--- src/rtl/dbg_addr_match.sv ---
// Debug-address match unit: NCH programmable comparators, a two-stage valid/ready
// lookup pipeline returning the lowest matching channel (+1), and saturating hit counters.
module dbg_addr_match #(
  parameter int NCH = 4,
  parameter int AW  = 32,
  parameter int CW  = 16,
  localparam int IW = (NCH > 1) ? $clog2(NCH) : 1
) (
  input  logic          clk,
  input  logic          rst_n,
  input  logic          cfg_we,
  input  logic [IW-1:0] cfg_idx,
  input  logic          cfg_en,
  input  logic [AW-1:0] cfg_addr,
  input  logic          req_valid,
  output logic          req_ready,
  input  logic [AW-1:0] req_addr,
  output logic          rsp_valid,
  input  logic          rsp_ready,
  output logic [31:0]   rsp_val,
  output logic          rsp_hit,
  input  logic [IW-1:0] cnt_idx,
  output logic [CW-1:0] cnt_rd,
  input  logic          cnt_clr
);

  logic          en_tab   [NCH];
  logic [AW-1:0] addr_tab [NCH];
  logic [CW-1:0] cnt      [NCH];

  logic [NCH-1:0] m;
  logic [NCH-1:0] s1_m;
  logic           s1_valid;
  logic           s1_adv;
  logic           s2_adv;
  logic [31:0]    enc;
  logic           rsp_fire;

  assign s2_adv    = !rsp_valid || rsp_ready;
  assign s1_adv    = !s1_valid || s2_adv;
  assign req_ready = s1_adv;
  assign rsp_fire  = rsp_valid && rsp_ready && rsp_hit;

  // Out-of-range cfg_idx matches no channel, so such writes fall through harmlessly.
  always_ff @(posedge clk or negedge rst_n) begin
    if (!rst_n) begin
      for (int i = 0; i < NCH; i++) begin
        en_tab[i]   <= 1'b0;
        addr_tab[i] <= '0;
      end
    end else begin
      for (int i = 0; i < NCH; i++) begin
        if (cfg_we && cfg_idx == IW'(i)) begin
          en_tab[i]   <= cfg_en;
          addr_tab[i] <= cfg_addr;
        end
      end
    end
  end

  always_comb begin
    m = '0;
    for (int i = 0; i < NCH; i++) begin
      m[i] = en_tab[i] && (req_addr == addr_tab[i]);
    end
  end

  always_ff @(posedge clk or negedge rst_n) begin
    if (!rst_n) begin
      s1_valid <= 1'b0;
      s1_m     <= '0;
    end else if (s1_adv) begin
      s1_valid <= req_valid;
      s1_m     <= m;
    end
  end

  // Descending scan so the lowest matching index is the one left standing.
  always_comb begin
    enc = '0;
    for (int i = NCH - 1; i >= 0; i--) begin
      if (s1_m[i]) enc = 32'(i + 1);
    end
  end

  always_ff @(posedge clk or negedge rst_n) begin
    if (!rst_n) begin
      rsp_valid <= 1'b0;
      rsp_val   <= '0;
      rsp_hit   <= 1'b0;
    end else if (s2_adv) begin
      rsp_valid <= s1_valid;
      if (s1_valid) begin
        rsp_val <= enc;
        rsp_hit <= (enc != '0);
      end
    end
  end

  // Clear takes priority over a same-cycle increment.
  always_ff @(posedge clk or negedge rst_n) begin
    if (!rst_n) begin
      for (int i = 0; i < NCH; i++) cnt[i] <= '0;
    end else begin
      for (int i = 0; i < NCH; i++) begin
        if (cnt_clr) begin
          cnt[i] <= '0;
        end else if (rsp_fire && rsp_val == 32'(i + 1) && cnt[i] != '1) begin
          cnt[i] <= cnt[i] + CW'(1);
        end
      end
    end
  end

  always_comb begin
    cnt_rd = '0;
    for (int i = 0; i < NCH; i++) begin
      if (cnt_idx == IW'(i)) cnt_rd = cnt[i];
    end
  end

endmodule

--- config.mk ---
export PLATFORM = sky130hd
export DESIGN_NAME = dbg_addr_match
export DESIGN_NICKNAME = d
export VERILOG_FILES = /design/src/rtl/dbg_addr_match.sv
export SDC_FILE = /design/constraint.sdc
export NUM_CORES = 1
export LEC_CHECK = 0
export CAP_MARGIN = 0
export CELL_PAD_IN_SITES_DETAIL_PLACEMENT = 1
export CELL_PAD_IN_SITES_GLOBAL_PLACEMENT = 2
export CORE_MARGIN = 2
export CORE_UTILIZATION = 31
export DETAILED_ROUTE_END_ITERATION = 7
export DONT_BUFFER_PORTS = 1
export GPL_TIMING_DRIVEN = 1
export PLACE_DENSITY_LB_ADDON = 0.2
export RECOVER_POWER = 25
export SLEW_MARGIN = 20
export SYNTH_ARGS = -nofsm -noshare
export SYNTH_HDL_FRONTEND = slang
export SYNTH_SLANG_ARGS = --single-unit
--- constraint.sdc ---
create_clock -name clk -period 2.5 [get_ports clk]
set_clock_uncertainty 0.2 [all_clocks]
set_input_delay 0.5 -clock clk [delete_from_list [all_inputs] [get_ports clk]]
set_output_delay 0.5 -clock clk [all_outputs]
set_load 0.01 [all_outputs]
* Yosys cells after proc, flatten, opt, wreduce, memory -nomap -nowiden *
Cells that the tools add are included.
Widths: inputs -> output; s select.

storage, ports and cells
  register bits = 235
  bits in latches = 0
  bits in writable memories = 0
  bits in read-only memories = 0
  input port bits = 75
  memories kept = 0

cells by class
  $add $sub $neg = 4
  multiply operators = 0
  div/mod/pow operators = 0
  $lt $le $gt $ge = 0
  equal/unequal tests = 18
  shift-type cells = 0
  mux-type cells = 16
  bitwise operators = 0
  reduce and logical (&&, ||, !) cells = 30

operators with widths
  cell                   number
  $mux 16                12
  $eq 32x32->1           4
  $mux 32                3
  $add 16x1->16 const B  4
  $eq 32x2->1 const B    2
  $ne 16x16->1 const B   4
  $eq 32x1->1 const B    1
  $eq 32x3->1 const B    1
  $reduce_bool 32->1     1
  $logic_and 1x1->1      18
  $eq 2x2->1 const B     4
  $reduce_bool 2->1      4
  $eq 2x1->1 const B     2
  $logic_not 2->1        2
  $mux 3                 1
  $logic_not 1->1        2
  $logic_or 1x1->1       2
  $reduce_and 2->1       1

* Longest topological paths before layout *
  depth after elaboration = 6
  mapped depth = 7
  depth with buffers taken out = 6

* Worst setup path after synthesis *
No wires, ideal clock.

  kind = input-to-output
  from = in cnt_idx[0]
  to = out cnt_rd[10]
  arrival time = 1.780 ns
  path slack = 0.020 ns
  stages = 3
  cells stage by stage = clkbuf_1 buf_2 mux4_2

on the way
  longest elaborated chain between the ends = 5

RTL lines
  what                  line  RTL
  start, declared       22    input logic [IW-1:0] cnt_idx,
  $logic_not 2->1       118   if (cnt_idx == IW'(i)) cnt_rd = cnt[i];
  $mux 16 (3 in a row)  118
  $mux 16 *             118
  end, declared         23    output logic [CW-1:0] cnt_rd,

Mark *: on every way between the ends. The rest lies on a longest branch, timed or not.

* Worst setup path after layout *
  from = in rsp_ready
  to = out req_ready

on the way
  longest elaborated chain between the ends = 2

RTL lines
  what              line  RTL
  start, declared   19    input logic rsp_ready,
  $logic_or 1x1->1  39    assign s2_adv = !rsp_valid || rsp_ready;
  $logic_or 1x1->1  40    assign s1_adv = !s1_valid || s2_adv;
  end, declared     16    output logic req_ready,

Every way passes these cells.

==> run_results.csv <==
group,metric,value,unit
global_route,grt_use_met1,21.0,%
timing,post-route-period-util,96.8,%
die,rows,68,
placed_design,io_buffer_count,0,
route,wl_per_cell,21.5,µm
cts,clock_path_buffers,3,
global_route,met2_usage,30.9,%
cells_and_area,drive_gt1_share,23.3,%
cts,clock-sinks,206,
yosys,netlist.area_leader.share,47.7,%
global_route,antenna_found_initial,1,
placed_design,place_congestion,0.797,
setup_path,path_class,"in2out",
power_and_ir_drop,powerDensity,712,nW/µm²
yosys,avgSynthCellArea,11.8,µm²
timing,drv_slew,0,
timing,fin_tns_setup,0,ns
yosys,yosys.area_share.simple,13.5,%
flow_run,maxCapViolCount,0,
timing,post-route-min-period,2.42,ns
yosys,synth.distinct_cells,54,
route,viasPerCell,4.92,
setup_path,worst_setup_path_end_kind,"output pin",
route,vias,7128,
yosys,ys_seq_area_share,47.7,%
route,drt_iter0_drc,239,
setup_path,required,1.80,ns
cts,tritoncts,"built",
timing,relSlewSlack,64.2,%
timing,max_freq,413,MHz
power_and_ir_drop,p_total,0.00900,W
yosys,synth-seq-cells,206,
timing,hold_violations,206,
setup_path,worstSetupStartpointType,"primary input",
timing,rsz0062_at_grt,"no",
global_route,grt_util_met3,3.96,%
yosys,synth_edf_count,0,
global_route,grtUsageTotal,17.4,%
hold_path,hold_class,"in2async",
setup_path,worstPathArrival,1.72,ns
cts,cts_max_level,1,
global_route,grt_max_degree,207,
power_and_ir_drop,peakVddDrop,465,µV
global_route,gr-max-usage-layer,"met2",
yosys,postSynthCellCount,918,
cells_and_area,nFillCells,3738,
cts,ctsHoldBuffers,40,
die,ios,126,
route,routed_wl,31200,µm
global_route,overflow,0,
route,drt-pass1-iter-count,4,
die,dieArea,36300,µm²
yosys,synth_area_leaders,"dfrtp_1, mux2_2, xnor2_1",
die,core_area,34500,µm²
placed_design,hpwlAfterDp,21700,µm
timing,tightestPinTransition,0.533,ns
global_route,grt_pass1_wl,48000,µm
cts,numCtsBuffers,26,
yosys,synth.cell_area,10800,µm²
yosys,synth_top_family_by_area,"multiplexers",
yosys,yosys_warnings,0,
cells_and_area,area_growth,17.1,%
cells_and_area,layout_common_cells,"dfrtp_1, mux2_2, xnor2_1",
cells_and_area,final_common_cell,"dfrtp_1",
route,ant_nets,0,
power_and_ir_drop,leakage,5.10,nW
outcome,status,"complete, but fails checks",
timing,setup_viol,0,
cells_and_area,multi_input_area,5360,µm²
cts,clk_pin_slew_worst_paths,0.06,ns
die,start_util,31.3,%
cts,insertion_delay,0.56,ns
cells_and_area,nNetsFinal,1054,
yosys,synth_compound_area_share,2.60,%
yosys,ys_async_sr_fraction,100,%
yosys,synth_ff_type,"dfrtp_1",
yosys,synth_fa_ha_area_share,0.463,%
setup_path,cp_max_fo,3,
outcome,violations,"hold timing",
yosys,synthMuxAreaShare,17.6,%
global_route,grt_pass1_vias,7815,
route,drc,0,
timing,hold_ws,-0.553,ns
die,chipHeight,191,µm
cts,clockRootBuffer,"clkbuf_16",
cells_and_area,ff_latch_area,5150,µm²
die,die_w,191,µm
yosys,synth_area_leader_cell,"dfrtp_1",
yosys,synthXorXnorAreaFrac,14.4,%
==> sequential cells by signal (all words and copies together), names as in the netlist <==
name / cells
rsp_valid: 1
addr_tab: 128
rsp_hit: 1
s1_m: 4
rsp_val: 3
s1_valid: 1
cnt: 64
en_tab: 4
==> final cells by class <==
cell class | instances | area share (%)
Multi-Input combinational cell | 666 | 42.4
Sequential cell | 206 | 40.8
Clock buffer | 41 | 6.15
Timing Repair Buffer | 64 | 5.16
Tap cell | 455 | 4.50
Clock inverter | 6 | 0.633
Inverter | 11 | 0.356
Antenna cell | 1 | 0.0198
==> worst max-delay path, stage by stage <==
cell           delay (ns)
dlygate4sd3_1        0.55
or2b_1               0.28
nor2_2               0.13
buf_6                0.12
clkinvlp_4           0.14
==> final timing paths <==
| check | startpoint | to | slack (ns) | cells after the start |
|---|---|---|---|---|
| min reg2reg | en_tab[0]$_DFFE_PN0P_ | en_tab[0]$_DFFE_PN0P_ | 0.31 | 1 |
| max reg2reg | rsp_valid$_DFFE_PN0N_ | cnt[36]$_DFFE_PN0P_ | 0.32 | 6 |
| min | rst_n | cnt[60]$_DFFE_PN0P_ | -0.55 | 0 |
| max in group asynchronous | rst_n | addr_tab[23]$_DFFE_PN0P_ | 2.25 | 0 |
| max | rsp_ready | req_ready | 0.08 | 5 |
| min in group clk | req_addr[9] | s1_m[2]$_DFFE_PN0P_ | 0.02 | 3 |
==> cells by family (layout without fill, tap and decap cells) <==
| family | Yosys count | in the layout |
|---|---|---|
| mux | 153 | 153 |
| flops | 206 | 206 |
| other cells | 1 | 30 |
| fa+ha+maj | 4 | 4 |
| xor+xnor | 178 | 178 |
| simple gates | 257 | 257 |
| compound gates | 45 | 45 |
| buf+inv | 74 | 122 |
==> cell usage after synthesis, types with 3 or more instances <==
cell type  instances
mux4_2            16
a211oi_1           3
buf_4             29
nor2_1            66
o211ai_1           4
xnor2_1           96
clkbuf_1          29
dfrtp_1          206
mux2i_1            3
nand4_1           44
and2_1             4
nand4b_1           5
or2_2              4
inv_1             11
nor2b_1            4
nand3_1           16
nor4_1            31
nor3_1            12
ha_1               4
a21oi_1           10
nand2_1           30
o21ai_1            3
mux2_2           133
xor2_1            82
or4_1              4
nand3_2            3
and4_1             5
or3_1              4
buf_2              4
o21ai_0           14
and3_1            10
==> metal layers <==
metal	vias to the layer above	routed length, µm
met5	-	0
met1	3630	13000
met2	128	15700
li1	3319	-
met3	51	1440
met4	0	963
==> stage by stage <==
stage          instances  worst slack [ns]  util, %  area, µm²  hold WS [ns]
2_1_floorplan        946            0.0199        -      10900       0.00441
3_3_place_gp        1358             0.303     32.9      11300        0.0110
3_5_place_dp        1358             0.293     32.9      11300        0.0130
4_1_cts             1447            0.0609     36.6      12600        -0.577
5_1_grt             1450           0.00835     36.7      12600        -0.581
6_report            1450            0.0792     36.7      12600        -0.553
==> report_power, final <==
part	leakage [nW]	switching (W)	internal [W]	total (W)
logic	2.09	0.000537	0.000693	0.00123
registers	2.59	0.000263	0.00375	0.00401
clock network	0.421	0.00152	0.00223	0.00376
==> timing repair <==
item / in CTS / in global routing
resized for setup: 2 / 1
setup buffers: 2 / 2
hold endpoints to repair: 405 / 206
pin swaps: 0 / 1
cloned: 0 / 0
endpoints found under the setup margin: 1 / 1
Power figures use the tool's default switching activity.
